### config.mk
export PLATFORM = sky130hd
export DESIGN_NAME = dpe_axis_rr_arbiter
export DESIGN_NICKNAME = d
export VERILOG_FILES = /design/src/rtl/dpe_axis_rr_arbiter.sv
export SDC_FILE = /design/constraint.sdc
export NUM_CORES = 1
export LEC_CHECK = 0
export ABC_CLOCK_PERIOD_IN_PS = 2600
export BUFFER_PORTS_ARGS = -buffer_cell sky130_fd_sc_hd__buf_2
export CAP_MARGIN = 20
export CORE_AREA = 2 2 317 319
export CTS_CLUSTER_DIAMETER = 60
export DETAILED_ROUTE_END_ITERATION = 8
export DIE_AREA = 0 0 319 321
export PLACE_DENSITY = 0.5
export SYNTH_ARGS = -nofsm -noshare
export SYNTH_HDL_FRONTEND = slang
export SYNTH_SLANG_ARGS = --single-unit
### constraint.sdc
create_clock -name clk -period 2.6 [get_ports clk]
set_input_delay 0.52 -clock clk [delete_from_list [all_inputs] [get_ports clk]]
set_output_delay 0.52 -clock clk [all_outputs]
set_load 0.02 [all_outputs]
### src/rtl/dpe_axis_rr_arbiter.sv
// Packet-granular round-robin merge of N_PORTS AXI-Stream sources onto one stream.
// A grant is held from first beat to tlast; the merged stream leaves through a 2-entry registered buffer.
module dpe_axis_rr_arbiter #(
  parameter int N_PORTS    = 4,
  parameter int DATA_WIDTH = 128,
  parameter int USER_WIDTH = 8,
  parameter int ID_WIDTH   = 8
) (
  input  logic                                 clk,
  input  logic                                 rst,
  input  logic [N_PORTS-1:0]                   port_en,
  input  logic [N_PORTS-1:0]                   s_tvalid,
  output logic [N_PORTS-1:0]                   s_tready,
  input  logic [N_PORTS*DATA_WIDTH-1:0]        s_tdata,
  input  logic [N_PORTS*(DATA_WIDTH/8)-1:0]    s_tkeep,
  input  logic [N_PORTS-1:0]                   s_tlast,
  input  logic [N_PORTS*USER_WIDTH-1:0]        s_tuser,
  input  logic [N_PORTS*ID_WIDTH-1:0]          s_tid,
  output logic                                 m_tvalid,
  input  logic                                 m_tready,
  output logic [DATA_WIDTH-1:0]                m_tdata,
  output logic [DATA_WIDTH/8-1:0]              m_tkeep,
  output logic                                 m_tlast,
  output logic [USER_WIDTH-1:0]                m_tuser,
  output logic [ID_WIDTH-1:0]                  m_tid,
  output logic                                 busy,
  output logic [$clog2(N_PORTS)-1:0]           grant_idx
);

  localparam int KEEP_WIDTH  = DATA_WIDTH / 8;
  localparam int GRANT_WIDTH = $clog2(N_PORTS);
  localparam int BEAT_WIDTH  = DATA_WIDTH + KEEP_WIDTH + 1 + USER_WIDTH + ID_WIDTH;

  typedef enum logic {
    ST_IDLE = 1'b0,
    ST_LOCK = 1'b1
  } state_e;

  state_e                 state_q;
  logic [GRANT_WIDTH-1:0] grant_q;
  logic [GRANT_WIDTH-1:0] last_q;
  logic                   busy_q;
  logic [1:0]             count_q;
  logic [BEAT_WIDTH-1:0]  head_q;
  logic [BEAT_WIDTH-1:0]  tail_q;

  logic [N_PORTS-1:0]     req;
  logic                   pick_valid;
  logic [GRANT_WIDTH-1:0] pick;
  logic [GRANT_WIDTH:0]   sum;
  logic [BEAT_WIDTH-1:0]  sel_beat;
  logic                   sel_last;
  logic                   ready_lock;
  logic                   push;
  logic                   pop;

  // Search downward in offset so the nearest requester after last_q overrides farther ones.
  always_comb begin
    req        = s_tvalid & port_en;
    pick_valid = 1'b0;
    pick       = '0;
    sum        = '0;
    for (int k = N_PORTS; k >= 1; k--) begin
      sum = {1'b0, last_q} + (GRANT_WIDTH+1)'(k);
      if (sum >= (GRANT_WIDTH+1)'(N_PORTS)) begin
        sum = sum - (GRANT_WIDTH+1)'(N_PORTS);
      end
      if (req[sum[GRANT_WIDTH-1:0]]) begin
        pick_valid = 1'b1;
        pick       = sum[GRANT_WIDTH-1:0];
      end
    end
  end

  assign sel_beat = {s_tdata[int'(grant_q)*DATA_WIDTH +: DATA_WIDTH],
                     s_tkeep[int'(grant_q)*KEEP_WIDTH +: KEEP_WIDTH],
                     s_tlast[grant_q],
                     s_tuser[int'(grant_q)*USER_WIDTH +: USER_WIDTH],
                     s_tid[int'(grant_q)*ID_WIDTH +: ID_WIDTH]};
  assign sel_last = s_tlast[grant_q];

  // A beat moves when valid and ready are both high at a clock edge; ready never depends on
  // valid, and s_tready is decoded from registers only, so m_tready never reaches it.
  assign ready_lock = (state_q == ST_LOCK) && (count_q != 2'd2);
  assign push       = ready_lock && s_tvalid[grant_q];
  assign pop        = m_tvalid && m_tready;

  always_comb begin
    s_tready          = '0;
    s_tready[grant_q] = ready_lock;
  end

  always_ff @(posedge clk or negedge rst) begin
    if (!rst) begin
      state_q <= ST_IDLE;
      grant_q <= '0;
      last_q  <= GRANT_WIDTH'(N_PORTS - 1);
      busy_q  <= 1'b0;
    end else begin
      case (state_q)
        ST_IDLE: begin
          if (pick_valid) begin
            grant_q <= pick;
            last_q  <= pick;
            busy_q  <= 1'b1;
            state_q <= ST_LOCK;
          end
        end
        ST_LOCK: begin
          if (push && sel_last) begin
            busy_q  <= 1'b0;
            state_q <= ST_IDLE;
          end
        end
      endcase
    end
  end

  // Head register feeds m_* directly; tail only holds the second beat while stalled.
  always_ff @(posedge clk or negedge rst) begin
    if (!rst) begin
      count_q <= 2'd0;
      head_q  <= '0;
      tail_q  <= '0;
    end else begin
      case (count_q)
        2'd0: begin
          if (push) begin
            head_q  <= sel_beat;
            count_q <= 2'd1;
          end
        end
        2'd1: begin
          if (push && pop) begin
            head_q  <= sel_beat;
          end else if (push) begin
            tail_q  <= sel_beat;
            count_q <= 2'd2;
          end else if (pop) begin
            count_q <= 2'd0;
          end
        end
        default: begin
          if (pop) begin
            head_q  <= tail_q;
            count_q <= 2'd1;
          end
        end
      endcase
    end
  end

  assign m_tvalid = (count_q != 2'd0);
  assign {m_tdata, m_tkeep, m_tlast, m_tuser, m_tid} = head_q;
  assign busy      = busy_q;
  assign grant_idx = grant_q;

endmodule

==> results_dict.tcl <==
set metrics [dict create \
    p_leak_nw 11.1 \
    num_io_pins 824 \
    seqCellArea_um2 8270 \
    setup_viol 0 \
    tritoncts "done" \
    dp_hpwl_um 58300 \
    fill_cells 10600 \
    grt_antenna_before_repair 19 \
    ir_drop_mv 0.712 \
    syn_inst 1511 \
    row_count 116 \
    skew_ps 9.85 \
    syn-num-nets 2166 \
    io_buffers 823 \
    fin_crit_sh 0.913 \
    postCtsResizedCells 0 \
    gr-usage-met1 0.166 \
    crit_arrival_ps 1850 \
    final_max_slew_viol_count 0 \
    initialDrtViolationCount 874 \
    cts.sinks 330 \
    worstSkewPairLatency_ps 560 \
    die_h_um 321 \
    num_vias 16800 \
    power_density_nw_per_um2 1330 \
    p_sw_frac 0.425 \
    drive_gt1_frac 0.567 \
    slew-limit-headroom 0.494 \
    clock.fmax_mhz 421 \
    ys_top_cells_by_area "dfrtp_1 (45%), mux4_2 (20%), nor3_1 (13%)" \
    place_congestion 0.804 \
    syn_area_per_cell_um2 12.1 \
    core_area_um2 99300 \
    clkPwrFrac 0.176 \
    grt_first_pass_wirelength_um 111000 \
    drt_pass1_iterations 5 \
    worst_pin_slew_ps 759 \
    maxCapViolations 0 \
    totalWireLength_um 76200 \
    outcome "complete, no violations" \
    ant_nets 0 \
    async_flop_share 1.00 \
    synth_top_area_frac 0.449 \
    grt_max_degree 88 \
    seq_area_frac_synth 0.452 \
    hp-class "input pin to register" \
    grt_usage 0.142 \
    p_int_mw 19.8 \
    rsz0062_at_grt "no" \
    grt_use_met2 0.248 \
    yosysTopAreaCell "dfrtp_1" \
    finalHoldViolCount 0 \
    via_per_inst 4.60 \
    grt_overflow 0 \
    path_clk_slew_ps 50 \
    remaining_drc_errors 0 \
    cts_buffer_depth 3 \
    grt_pass1_vias 17300 \
    post_cts_buffers 0 \
    top_usage_layer "met2" \
    p_sw_mw 14.7 \
    synthToLayoutAreaGrowth_pct 42.1 \
    multi_input_area_um2 9270 \
    cp.required_ps 2080 \
    ys.flop_type "dfrtp_1" \
    pwr-share-comb 0.540 \
    ys_warn_count 0 \
    power_mw 34.5 \
    cp-start-kind "register" \
    clockRootBuffer "clkbuf_16" \
    ys_types 33 \
    synth_seq_cells 330 \
    post-route-min-period_ps 2370 \
    crit_path_end_kind "primary output" \
    die_w_um 319 \
    final_nets 2978 \
    die-area_um2 102000 \
    h-tree-depth 2 \
    initial_core_util 0.184 \
    wl_per_cell_um 20.8 \
    synth_edf_count 0 \
    met3_usage 0.0365 \
    syn_area_um2 18300 \
    path_class "register to primary output" \
    seq_power_share 0.284 \
    cts_buffers 44 \
    critPathMaxFanout 10 \
    fin_tns_setup_ps 0 \
]
==> cell families after synthesis <==
family | Yosys count | synth area share
flip-flops | 330 | 0.452
AO/OA/AOI/OAI | 180 | 0.0618
buffers and inverters | 166 | 0.0433
AND/OR/NAND/NOR | 512 | 0.144
multiplexers | 323 | 0.299
==> Yosys cell counts (2+ instances only) <==
cell / number
nand3_1: 2
inv_1: 4
nor3_2: 12
a31oi_1: 4
dfstp_2: 2
mux4_2: 162
dfrtp_1: 328
clkbuf_1: 82
nor3b_1: 2
and2_1: 4
nor2_1: 6
buf_2: 51
nor3_1: 473
a21o_1: 2
nand2b_1: 2
nand2_1: 7
mux2_2: 161
buf_1: 10
a21oi_1: 3
o21ai_0: 4
buf_6: 9
o22ai_1: 161
buf_4: 10
==> placed cells by master, fill, tap and decap left out, types with 2 or more instances in the layout <==
master,count
a21o_1,2
nand2_1,6
buf_12,33
a31oi_1,4
diode_2,9
and2_1,3
buf_2,822
dfstp_2,2
nor2_1,6
mux4_2,162
clkbuf_16,46
nand3_1,2
buf_4,71
o21ai_0,4
clkinv_2,2
inv_1,4
clkbuf_8,5
o22ai_1,161
a21oi_1,3
bufinv_16,2
inv_6,3
dfrtp_4,3
nor3b_1,2
dfrtp_1,325
nor3_2,12
clkinvlp_4,2
nor3_1,473
clkbuf_1,18
mux2_2,161
==> flip-flops by register name (all words and copies together), names as in the netlist <==
signal and flops:
head_q 161, tail_q 161, count_q 2, grant_idx 2, last_q 2, busy 1
state_q 1
==> layer usage <==
layer	vias to the layer above	wire length, µm
li1	7634	-
met1	8382	29700
met2	695	38500
met3	121	5370
met4	10	2660
met5	-	75
==> path summary, 6_finish.rpt <==
path                               endpoint  slack [ps]  cells past startpoint          from
max in group asynchronous        tail_q[36]        1280                      3           rst
min in group asynchronous        head_q[43]         580                      2           rst
worst max register to register  head_q[154]         310                      5  grant_idx[0]
worst min-delay path             count_q[1]         220                      2      m_tready
worst min register to register   tail_q[96]         500                      1    tail_q[96]
worst max-delay path            s_tready[0]         230                      4    count_q[1]
==> stage by stage <==
step	instances	util	hold WS [ps]	cell area (µm²)	worst slack, ps
5_1_grt	3662	0.261	204	26000	35.8
3_5_place_dp	3574	0.247	494	24500	249
2_1_floorplan	1511	-	224	18300	531
6_report	3664	0.262	224	26000	227
3_3_place_gp	3574	0.247	488	24500	270
4_1_cts	3655	0.261	175	25900	155
==> layout make-up <==
type	count	area share
multi-input cells	1015	0.357
diodes	9	0.000867
well taps	1298	0.0626
inverters	4	0.000578
clock buffers	69	0.0496
clock inverters	11	0.00535
repair buffers	928	0.205
flip-flops and latches	330	0.319
==> power by group through the flow <==
stage	Clock, mW	Combinational, mW	Sequential (mW)
2_1_floorplan	0	11.0	11.0
3_3_place_gp	0	18.8	9.78
3_5_place_dp	0	19.0	9.85
4_1_cts	6.29	19.0	9.78
5_1_grt	6.48	20.2	10.2
6_report	6.06	18.7	9.81
==> what timing repair did <==
item | 4_1_cts | 5_1_grt
hold buffers | 1 | 0
hold endpoints to repair | 36 | 0
setup endpoints to repair | 0 | 0
==> critical path, stage by stage (launching register included) <==
cell and delay [ps]:
dfrtp_4 560, nand2b_1 120, and2_1 220, nor3b_1 200
buf_2 190
Power figures use the tool's default switching activity.
